===== src/rtl/exe_cmd_issue_if.sv =====
`default_nettype none
// ============================================================================
//  Module   : exe_cmd_issue_if
//  Purpose  : Bundles the command, exe-unit and result signals of
//             exe_cmd_issue into one interface.
//  Revision : 1.0 - initial release
// ----------------------------------------------------------------------------
//  Signal groups (names are from the issue stage's point of view)
//    command in  : i_valid, o_ready, i_oper, i_argA, i_argB
//    exe unit    : o_exe_oper, o_exe_argA, o_exe_argB (drive the exe unit),
//                  i_exe_result, i_exe_status (its combinational outputs)
//    result out  : o_valid, i_ready, o_oper, o_result, o_status
//    occupancy   : o_count
//  Modports
//    slave  : the issue stage itself
//    master : the surrounding logic (upstream, exe unit, downstream)
// ============================================================================
interface exe_cmd_issue_if #(
  parameter int M     = 4,
  parameter int N     = 2,
  parameter int DEPTH = 4
);
  logic                     i_valid;
  logic                     o_ready;
  logic [N-1:0]             i_oper;
  logic [M-1:0]             i_argA;
  logic [M-1:0]             i_argB;
  logic [N-1:0]             o_exe_oper;
  logic [M-1:0]             o_exe_argA;
  logic [M-1:0]             o_exe_argB;
  logic [M-1:0]             i_exe_result;
  logic [M-1:0]             i_exe_status;
  logic                     o_valid;
  logic                     i_ready;
  logic [N-1:0]             o_oper;
  logic [M-1:0]             o_result;
  logic [M-1:0]             o_status;
  logic [$clog2(DEPTH):0]   o_count;

  modport slave (
    input  i_valid, i_oper, i_argA, i_argB, i_exe_result, i_exe_status, i_ready,
    output o_ready, o_exe_oper, o_exe_argA, o_exe_argB,
           o_valid, o_oper, o_result, o_status, o_count
  );

  modport master (
    output i_valid, i_oper, i_argA, i_argB, i_exe_result, i_exe_status, i_ready,
    input  o_ready, o_exe_oper, o_exe_argA, o_exe_argB,
           o_valid, o_oper, o_result, o_status, o_count
  );
endinterface
`default_nettype wire


===== src/rtl/exe_cmd_issue.sv =====
`default_nettype none
// ============================================================================
//  Module   : exe_cmd_issue
//  Purpose  : Issue/retire stage around exe_unit_w12. Commands are queued in
//             a DEPTH-entry FIFO, the FIFO head drives the exe unit, and the
//             exe unit's combinational result/status is captured into a
//             registered output slot that drains over valid/ready.
//  Revision : 1.0 - initial release
// ----------------------------------------------------------------------------
//  Ports
//    i_clk   in  clock, rising edge
//    i_rsn   in  reset, asynchronous, active-low
//    bus     slave modport of exe_cmd_issue_if:
//              command in  (i_valid/o_ready, i_oper, i_argA, i_argB)
//              exe drive   (o_exe_*), exe return (i_exe_result/i_exe_status)
//              result out  (o_valid/i_ready, o_oper, o_result, o_status)
//              o_count     commands currently queued
// ============================================================================
module exe_cmd_issue #(
  parameter int M     = 4,
  parameter int N     = 2,
  parameter int DEPTH = 4
) (
  input  wire logic          i_clk,
  input  wire logic          i_rsn,
  exe_cmd_issue_if.slave     bus
);

  localparam int              PW         = $clog2(DEPTH);
  localparam int              CW         = PW + 1;
  localparam logic [CW-1:0]   FULL_COUNT = CW'(DEPTH);

  // Command storage; contents need no reset because the head is masked to
  // zero whenever the queue is empty.
  logic [N-1:0] oper_mem [DEPTH];
  logic [M-1:0] arga_mem [DEPTH];
  logic [M-1:0] argb_mem [DEPTH];

  logic [PW-1:0] wr_ptr;
  logic [PW-1:0] rd_ptr;
  logic [CW-1:0] count;
  // Keeps o_ready low during reset; goes high on the first edge after release.
  logic          accept_en;

  logic          res_valid;
  logic [N-1:0]  res_oper;
  logic [M-1:0]  res_result;
  logic [M-1:0]  res_status;

  logic          not_empty;
  logic          ready_int;
  logic          push;
  logic          issue;

  assign not_empty = (count != '0);
  // Ready depends only on occupancy: no bypass and no look-ahead at the pop.
  assign ready_int = accept_en && (count != FULL_COUNT);
  assign push      = bus.i_valid && ready_int;
  // The slot can take a new result when it is empty or being drained now.
  assign issue     = not_empty && (!res_valid || bus.i_ready);

  // Queue pointers and occupancy
  always_ff @(posedge i_clk or negedge i_rsn) begin
    if (!i_rsn) begin
      wr_ptr    <= '0;
      rd_ptr    <= '0;
      count     <= '0;
      accept_en <= 1'b0;
    end else begin
      accept_en <= 1'b1;
      if (push)  wr_ptr <= wr_ptr + PW'(1);
      if (issue) rd_ptr <= rd_ptr + PW'(1);
      case ({push, issue})
        2'b10:   count <= count + CW'(1);
        2'b01:   count <= count - CW'(1);
        default: count <= count;
      endcase
    end
  end

  always_ff @(posedge i_clk) begin
    if (push) begin
      oper_mem[wr_ptr] <= bus.i_oper;
      arga_mem[wr_ptr] <= bus.i_argA;
      argb_mem[wr_ptr] <= bus.i_argB;
    end
  end

  // Result slot: load on issue, clear the valid on a drain with nothing
  // behind it, otherwise hold (covers backpressure).
  always_ff @(posedge i_clk or negedge i_rsn) begin
    if (!i_rsn) begin
      res_valid  <= 1'b0;
      res_oper   <= '0;
      res_result <= '0;
      res_status <= '0;
    end else if (issue) begin
      res_valid  <= 1'b1;
      res_oper   <= oper_mem[rd_ptr];
      res_result <= bus.i_exe_result;
      res_status <= bus.i_exe_status;
    end else if (res_valid && bus.i_ready) begin
      res_valid  <= 1'b0;
    end
  end

  // An empty queue presents oper 0 with 0+0 to the exe unit.
  assign bus.o_exe_oper = not_empty ? oper_mem[rd_ptr] : '0;
  assign bus.o_exe_argA = not_empty ? arga_mem[rd_ptr] : '0;
  assign bus.o_exe_argB = not_empty ? argb_mem[rd_ptr] : '0;

  assign bus.o_ready  = ready_int;
  assign bus.o_count  = count;
  assign bus.o_valid  = res_valid;
  assign bus.o_oper   = res_oper;
  assign bus.o_result = res_result;
  assign bus.o_status = res_status;

endmodule
`default_nettype wire


===== src/flat_wrapper.sv =====
// flat-port wrapper written by rule: the top's interface ports become plain ports
module exe_cmd_issue_flat 
#(
  parameter int M     = 4,
  parameter int N     = 2,
  parameter int DEPTH = 4
)
  (i_clk, i_rsn, bus_i_valid, bus_i_oper, bus_i_argA, bus_i_argB, bus_i_exe_result, bus_i_exe_status, bus_i_ready, bus_o_ready, bus_o_exe_oper, bus_o_exe_argA, bus_o_exe_argB, bus_o_valid, bus_o_oper, bus_o_result, bus_o_status, bus_o_count);
  exe_cmd_issue_if #(.M(M), .N(N), .DEPTH(DEPTH)) bus_i ();
  input  wire logic i_clk;
  input  wire logic i_rsn;
  input wire logic [$bits(bus_i.i_valid)-1:0] bus_i_valid;
  input wire logic [$bits(bus_i.i_oper)-1:0] bus_i_oper;
  input wire logic [$bits(bus_i.i_argA)-1:0] bus_i_argA;
  input wire logic [$bits(bus_i.i_argB)-1:0] bus_i_argB;
  input wire logic [$bits(bus_i.i_exe_result)-1:0] bus_i_exe_result;
  input wire logic [$bits(bus_i.i_exe_status)-1:0] bus_i_exe_status;
  input wire logic [$bits(bus_i.i_ready)-1:0] bus_i_ready;
  output wire logic [$bits(bus_i.o_ready)-1:0] bus_o_ready;
  output wire logic [$bits(bus_i.o_exe_oper)-1:0] bus_o_exe_oper;
  output wire logic [$bits(bus_i.o_exe_argA)-1:0] bus_o_exe_argA;
  output wire logic [$bits(bus_i.o_exe_argB)-1:0] bus_o_exe_argB;
  output wire logic [$bits(bus_i.o_valid)-1:0] bus_o_valid;
  output wire logic [$bits(bus_i.o_oper)-1:0] bus_o_oper;
  output wire logic [$bits(bus_i.o_result)-1:0] bus_o_result;
  output wire logic [$bits(bus_i.o_status)-1:0] bus_o_status;
  output wire logic [$bits(bus_i.o_count)-1:0] bus_o_count;
  assign bus_i.i_valid = bus_i_valid;
  assign bus_i.i_oper = bus_i_oper;
  assign bus_i.i_argA = bus_i_argA;
  assign bus_i.i_argB = bus_i_argB;
  assign bus_i.i_exe_result = bus_i_exe_result;
  assign bus_i.i_exe_status = bus_i_exe_status;
  assign bus_i.i_ready = bus_i_ready;
  assign bus_o_ready = bus_i.o_ready;
  assign bus_o_exe_oper = bus_i.o_exe_oper;
  assign bus_o_exe_argA = bus_i.o_exe_argA;
  assign bus_o_exe_argB = bus_i.o_exe_argB;
  assign bus_o_valid = bus_i.o_valid;
  assign bus_o_oper = bus_i.o_oper;
  assign bus_o_result = bus_i.o_result;
  assign bus_o_status = bus_i.o_status;
  assign bus_o_count = bus_i.o_count;
  exe_cmd_issue #(.M(M), .N(N), .DEPTH(DEPTH)) u_core (.i_clk(i_clk), .i_rsn(i_rsn), .bus(bus_i));
endmodule

===== config.mk =====
export PLATFORM = sky130hd
export DESIGN_NAME = exe_cmd_issue_flat
export DESIGN_NICKNAME = d
export VERILOG_FILES = /design/src/rtl/exe_cmd_issue_if.sv /design/src/rtl/exe_cmd_issue.sv /design/src/flat_wrapper.sv
export SDC_FILE = /design/constraint.sdc
export NUM_CORES = 1
export LEC_CHECK = 0
export BUFFER_PORTS_ARGS = -buffer_cell sky130_fd_sc_hd__buf_2
export CORE_UTILIZATION = 58
export DETAILED_ROUTE_END_ITERATION = 16
export GPL_TIMING_DRIVEN = 1
export PLACE_DENSITY_LB_ADDON = 0.2
export SLEW_MARGIN = 20
export SYNTH_ARGS = -nofsm -noshare
export SYNTH_HDL_FRONTEND = slang
export SYNTH_SLANG_ARGS = --single-unit

===== constraint.sdc =====
create_clock -name i_clk -period 3.1 [get_ports i_clk]
set_clock_uncertainty 0.05 [all_clocks]
set_input_delay 0.62 -clock i_clk [delete_from_list [all_inputs] [get_ports i_clk]]
set_output_delay 0.62 -clock i_clk [all_outputs]
set_load 0.05 [all_outputs]

==> results.md, run 1 <==
* FF-to-FF Start: u_core.bus.o_count[0]
* Worst path depth at 4
* Worst Path Buf+Inv at 2
* Post-Syn Instances at 127
* Vias in the first global route at 1,286
* Reg2reg end: u_core.bus.o_count[1]
* TNS Setup at 0 ns
* Remaining global-route overflow at 0
* 1st-iter DRT viols at 98
* Startpoint Class: flop
* Via count at 1,256
* CP startpoint: u_core.rd_ptr[0]
* R2R cell count at 6
* Async set or reset register ratio after synthesis at 32.2%
* Layout cells sized above 1 at 46.0%
* Final Cycle Share at 86.2%
* IO Port Bufs at 46
* Min-Delay Path Class: in2async
* Syn. warnings at 0
* DRC viols at 0
* Max incr delay on CP at 0.54 ns
* Pre-CTS WS at 0.748 ns
* Final setup margin at 0.427 ns
* Total power at 0.00345 W
* Critical Path Sink: bus_o_exe_argB[1]
* Initial antenna violation count at 0
* Clock-pin slew on the worst setup and hold paths at 0.07 ns
* Routed vias/inst at 5.30
* Worst skew pair latency at 0.33 ns
* Pwr/cell area at 1170 nW/µm²
* Core box area at 4000 µm²
* Fmax at 0.374 GHz
* Synth top cells by count: 40 x edfxtp_1, 19 x dfrtp_1, 10 x mux4_2, 10 x nor2b_1, 9 x mux2_4
* Nets at 210
* Worst EP arrival at 2.00 ns
* Critical Path, Cell by Cell: buf_4 -> mux4_2 -> nor2b_1 -> buf_2
* Clock Tree Buf Depth at 2
* Count of final setup violators at 0
* Endpoints failing hold at 0
* Max Fanout on Critical Path at 7
* Post-synthesis average cell area at 19.2 µm²
* Req. time, crit path at 2.43 ns
* Critical-path top delay cell: dfrtp_1
* Synth top area cells: edfxtp_1 49%, dfrtp_1 20%, mux4_2 9.3%
* Final Max Tran Viols at 0
* Outcome: finished, final reports clean
* Layout Area Growth over Synthesis at 21.0%
* Yosys top cell area share at 49.4%
* CTS Buf Count at 9
* Seq cells post-synth at 59
* Worst slack on hold paths at 0.170 ns
* Cell variety after synth at 25
* Final worst path period need at 2.67 ns
* # diodes at 0
* CTS Hold Buffers Added at 0
* Leakage at 1.21 nW
* Post-CTS sizing at 0
* DP Wirelength at 2810 µm
* EDFF count, synth at 40
* Die ar. at 4460 µm²
* R2R Setup Slk at 0.93 ns
* Worst-margin pin slew at 0.632 ns
* Max-slew headroom at 57.7%
* Postcts setup bufs at 0
* Crit path kind: reg2out
* Most numerous cell in the Yosys netlist: edfxtp_1
* CP delay by family, top: flip-flops
* Cell Rows at 23
* Largest net degree at the start of global routing at 20
* Boundary Pins at 47
* Initial Utilization at 60.8%
* Routed Antenna Nets at 0
* Yosys top cell by area: edfxtp_1
* WL final at 4060 µm
* Syn Nets at 155
* Die Height at 66.8 µm
* Global-route wire length before repair at 6150 µm
* # H-tree levels at 3
* Routability-driven placement congestion ratio at 0.749
* Detailed Routing Iterations Pass 1 at 4
* Post-synthesis sequential area ratio at 68.9%
* Post-synth top flop: edfxtp_1
* Worst vdd ir at 0.610 mV
* Max cap viols at 0
* TritonCTS clock tree: done
* Die X at 66.8 µm
* Gr usage total at 21.2%
* Critical Path End Type: output port
* RSZ-0062 raised after global routing: no
* CTS Root Buffer Type: clkbuf_8
* Wirelength per Cell at 17.1 µm
* Mapped Area at 2430 µm²
* Clk sinks at 59
## worst min path at each step
stage,cells past startpoint,slack (ns),startpoint,endpoint
after floorplan,0,0.27,i_rsn,u_core.accept_en
after global placement,1,0.43,u_core.bus.o_result[3],u_core.bus.o_result[3]
after detailed placement,1,0.44,u_core.bus.o_oper[0],u_core.bus.o_oper[0]
after CTS,1,0.18,i_rsn,u_core.bus.o_result[3]
after global routing,1,0.19,i_rsn,u_core.bus.o_oper[0]
final,1,0.17,i_rsn,u_core.bus.o_result[0]
## where the power goes
part           internal (W)  leakage [nW]  total, W  switching (W)
Sequential          0.00101         0.582   0.00116       0.000142
Clock              0.000528         0.118  0.000812       0.000284
Combinational      0.000502         0.514   0.00148       0.000975
Total               0.00204          1.21   0.00345        0.00140
## state kept, by name (all words and copies together) (netlist names), 2 cells and up
register and flops:
u_core.arga_mem 16, u_core.bus.o_count 3, u_core.wr_ptr 2, u_core.rd_ptr 2, u_core.bus.o_status 4, u_core.argb_mem 16
u_core.oper_mem 8, u_core.bus.o_result 4, u_core.bus.o_oper 2
## cell families after synthesis
family          count (synthesis)  synth area share (%)
compound gates                  2                  1.23
xor+xnor                        6                  2.16
fa+ha+maj                       6                  3.39
buf+inv                        11                  2.26
flops                          59                  68.9
mux                            22                  16.1
other cells                     1                 0.154
simple gates                   20                  5.76
## cell type report
class	instances	area, µm²
well taps	50	62.6
clock buffers	10	128
inverters	7	26.3
multi-input cells	57	702
repair buffers	48	245
clock inverters	6	104
fillers	248	1060
flip-flops and latches	59	1680
## stage by stage
| stage | util (%) | instance area, µm² | instances |
|---|---|---|---|
| 4_1_cts | 73.6 | 2940 | 237 |
| 2_1_floorplan | - | 2430 | 127 |
| 3_3_place_gp | 67.8 | 2710 | 221 |
| 3_5_place_dp | 67.8 | 2710 | 221 |
| 5_1_grt | 73.6 | 2940 | 237 |
| 6_report | 73.6 | 2940 | 237 |
## cell usage in the layout, fill, tap and decap left out, types with 2 or more instances in the layout
master,instances
bufinv_16,3
ha_1,5
xnor2_1,3
inv_1,7
mux4_2,10
edfxtp_1,40
nor2b_1,10
xor2_1,3
and2_1,4
clkbuf_8,9
dfrtp_1,19
mux2_4,9
clkinv_2,2
mux2_2,2
buf_2,46
buf_4,2
## per-layer routing
metal  vias to the layer above  wire length (µm)  GRT usage (%)
met4                         0                62           12.8
met2                        41              2200           34.7
li1                        578                 -              -
met1                       630              1580           24.5
met3                         7               213           6.16
met5                         -                 0              0
(Power assumes the default switching activity.)
==> inputs of run 2 (changes only) <==
--- a/config.mk
+++ b/config.mk
@@ -6,9 +6,11 @@
 export NUM_CORES = 1
 export LEC_CHECK = 0
 export BUFFER_PORTS_ARGS = -buffer_cell sky130_fd_sc_hd__buf_2
+export CAP_MARGIN = 40
 export CORE_UTILIZATION = 58
 export DETAILED_ROUTE_END_ITERATION = 16
 export GPL_TIMING_DRIVEN = 1
+export MAX_ROUTING_LAYER = met4
 export PLACE_DENSITY_LB_ADDON = 0.2
 export SLEW_MARGIN = 20
 export SYNTH_ARGS = -nofsm -noshare
==> run 2 against run 1 <==
Net effect: wire length about the same; count of clock-buffer cells in the layout did not move; worst hold slack got worse by 0.0038 ns; total power is essentially flat; critical path depth unchanged; register-to-register slack improved by 0.02 ns; largest power group unchanged.
==> results.md, run 2 (same netlist as run 1, synthesis figures left out) <==
* Outcome: finished, final reports clean (unchanged)
* Routed vias/inst at 5.30 (about the same)
* Worst Path Buf+Inv at 2 (unchanged)
* Clk sinks at 59 (unchanged)
* TritonCTS clock tree: done (unchanged)
* Initial Utilization at 60.8% (unchanged)
* Routability-driven placement congestion ratio at 0.759 (was 0.749)
* Routed Antenna Nets at 0 (unchanged)
* Critical Path, Cell by Cell: buf_4 -> mux4_2 -> nor2b_1 -> buf_2 (unchanged)
* Commonest non-fill, non-tap cell in the layout: buf_2 (unchanged)
* Leakage at 1.21 nW (unchanged)
* Fmax at 0.372 GHz (was 0.374 GHz)
* Register area at 1680 µm² (unchanged)
* Worst vdd ir at 0.608 mV (was 0.610 mV)
* # diodes at 0 (unchanged)
* Die Height at 66.8 µm (unchanged)
* CP startpoint: u_core.rd_ptr[0] (unchanged)
* CTS Buf Count at 9 (unchanged)
* WL final at 4070 µm (was 4060 µm)
* Vias in the first global route at 1,288 (was 1,286)
* Core box area at 4000 µm² (unchanged)
* Die ar. at 4460 µm² (unchanged)
* Final worst path period need at 2.69 ns (was 2.67 ns)
* Startpoint Class: flop (unchanged)
* Clock-pin slew on the worst setup and hold paths at 0.07 ns (about the same)
* Top flop regs: u_core.arga_mem (16), u_core.argb_mem (16), u_core.oper_mem (8) (unchanged)
* Endpoints failing hold at 0 (unchanged)
* DRC viols at 0 (unchanged)
* CTS Root Buffer Type: clkbuf_8 (unchanged)
* Min-Delay Path Class: in2async (unchanged)
* Global-route wire length before repair at 6140 µm (was 6150 µm)
* Pwr/cell area at 1170 nW/µm² (about the same)
* Count of final setup violators at 0 (unchanged)
* Max incr delay on CP at 0.55 ns (was 0.54 ns)
* Nets at 210 (unchanged)
* Critical-path top delay cell: dfrtp_1 (unchanged)
* Layout cells sized above 1 at 46.0% (unchanged)
* Pre-CTS WS at 0.748 ns (unchanged)
* Wirelength per Cell at 17.2 µm (was 17.1 µm)
* CP delay by family, top: flip-flops (unchanged)
* Commonest non-fill, non-tap cells in the layout: 46 x buf_2, 40 x edfxtp_1, 19 x dfrtp_1 (unchanged)
* Worst-margin pin slew at 0.630 ns (was 0.632 ns)
* Max-slew headroom at 57.9% (was 57.7%)
* Die X at 66.8 µm (unchanged)
* CTS Hold Buffers Added at 0 (unchanged)
* Cell Rows at 23 (unchanged)
* Initial antenna violation count at 0 (unchanged)
* DP Wirelength at 2810 µm (unchanged)
* Non-filler instance count after layout at 237 (unchanged)
* Detailed Routing Iterations Pass 1 at 4 (unchanged)
* Placed Instances at 221 (unchanged)
* Worst skew pair latency at 0.33 ns (about the same)
* Final setup margin at 0.414 ns (was 0.427 ns)
* # H-tree levels at 3 (unchanged)
* Layout Area Growth over Synthesis at 21.0% (unchanged)
* Largest net degree at the start of global routing at 20 (unchanged)
* 1st-iter DRT viols at 95 (was 98)
* Area of the multi-input gates at 702 µm² (unchanged)
* Boundary Pins at 47 (unchanged)
* Final Cycle Share at 86.6% (was 86.2%)
* Max cap viols at 0 (unchanged)
* Req. time, crit path at 2.43 ns (about the same)
* Postcts setup bufs at 0 (unchanged)
* Crit path kind: reg2out (unchanged)
* Final Util at 73.6% (unchanged)
* Post-CTS sizing at 0 (unchanged)
* Worst EP arrival at 2.02 ns (was 2.00 ns)
* FF-to-FF Start: u_core.bus.o_count[0] (unchanged)
* Clock Tree Buf Depth at 2 (unchanged)
* Gr usage total at 21.7% (was 21.2%)
* Max Fanout on Critical Path at 7 (unchanged)
* IO Port Bufs at 46 (unchanged)
* TNS Setup at 0 ns (unchanged)
* Final Max Tran Viols at 0 (unchanged)
* RSZ-0062 raised after global routing: no (unchanged)
* Remaining global-route overflow at 0 (unchanged)
* Via count at 1,257 (was 1,256)
* Critical Path End Type: output port (unchanged)
* Fill count at 248 (unchanged)
run 2: final timing paths:
path / endpoint / cells after the start / slack [ns]
hold reg to reg: u_core.bus.o_oper[0] / 1 / 0.45
hold / removal: u_core.bus.o_result[0] / 1 / 0.17
setup / recovery: bus_o_exe_argB[3] / 4 / 0.41
max in group asynchronous: u_core.bus.o_count[1] / 1 / 2.52
min in group i_clk: u_core.argb_mem[0][2] / 1 / 0.45
setup reg to reg: u_core.bus.o_count[1] / 6 / 0.95
run 2: metrics by stage:
stage,power (W),hold WS (ns),cell area [µm²]
floorplan,0.00234,0.274,2430
global placement,0.00261,0.434,2710
detailed placement,0.00266,0.437,2710
CTS,0.00348,0.177,2940
global route,0.00359,0.195,2940
finish,0.00345,0.166,2940
run 2: layout make-up:
type | instances | area share (%)
timing repair buffer | 48 | 8.33
clock buffer | 10 | 4.33
clock inverter | 6 | 3.53
sequential | 59 | 56.9
multi-input combinational | 57 | 23.8
inverter | 7 | 0.892
tap | 50 | 2.12
run 2: metal layers:
layer	GRT usage, %	vias to the layer above	wire (µm)
met5	-	-	0
met4	12.8	0	93
met3	5.65	11	187
met2	34.7	38	2200
met1	24.5	630	1580
li1	-	578	-
run 2: worst reg2reg max path, stage by stage (launching register included):
cell	delay [ns]
dfrtp_1	0.47
nor3_4	0.59
nor2b_4	0.09
ha_1	0.24
inv_1	0.07
fa_1	0.42
mux2i_1	0.15
run 2: power by group:
part	leakage [nW]	switching (W)	internal [W]	total [W]
Sequential	0.582	0.000143	0.00101	0.00116
Combinational	0.514	0.000974	0.000502	0.00148
Clock	0.118	0.000284	0.000528	0.000813
Total	1.21	0.00140	0.00204	0.00345
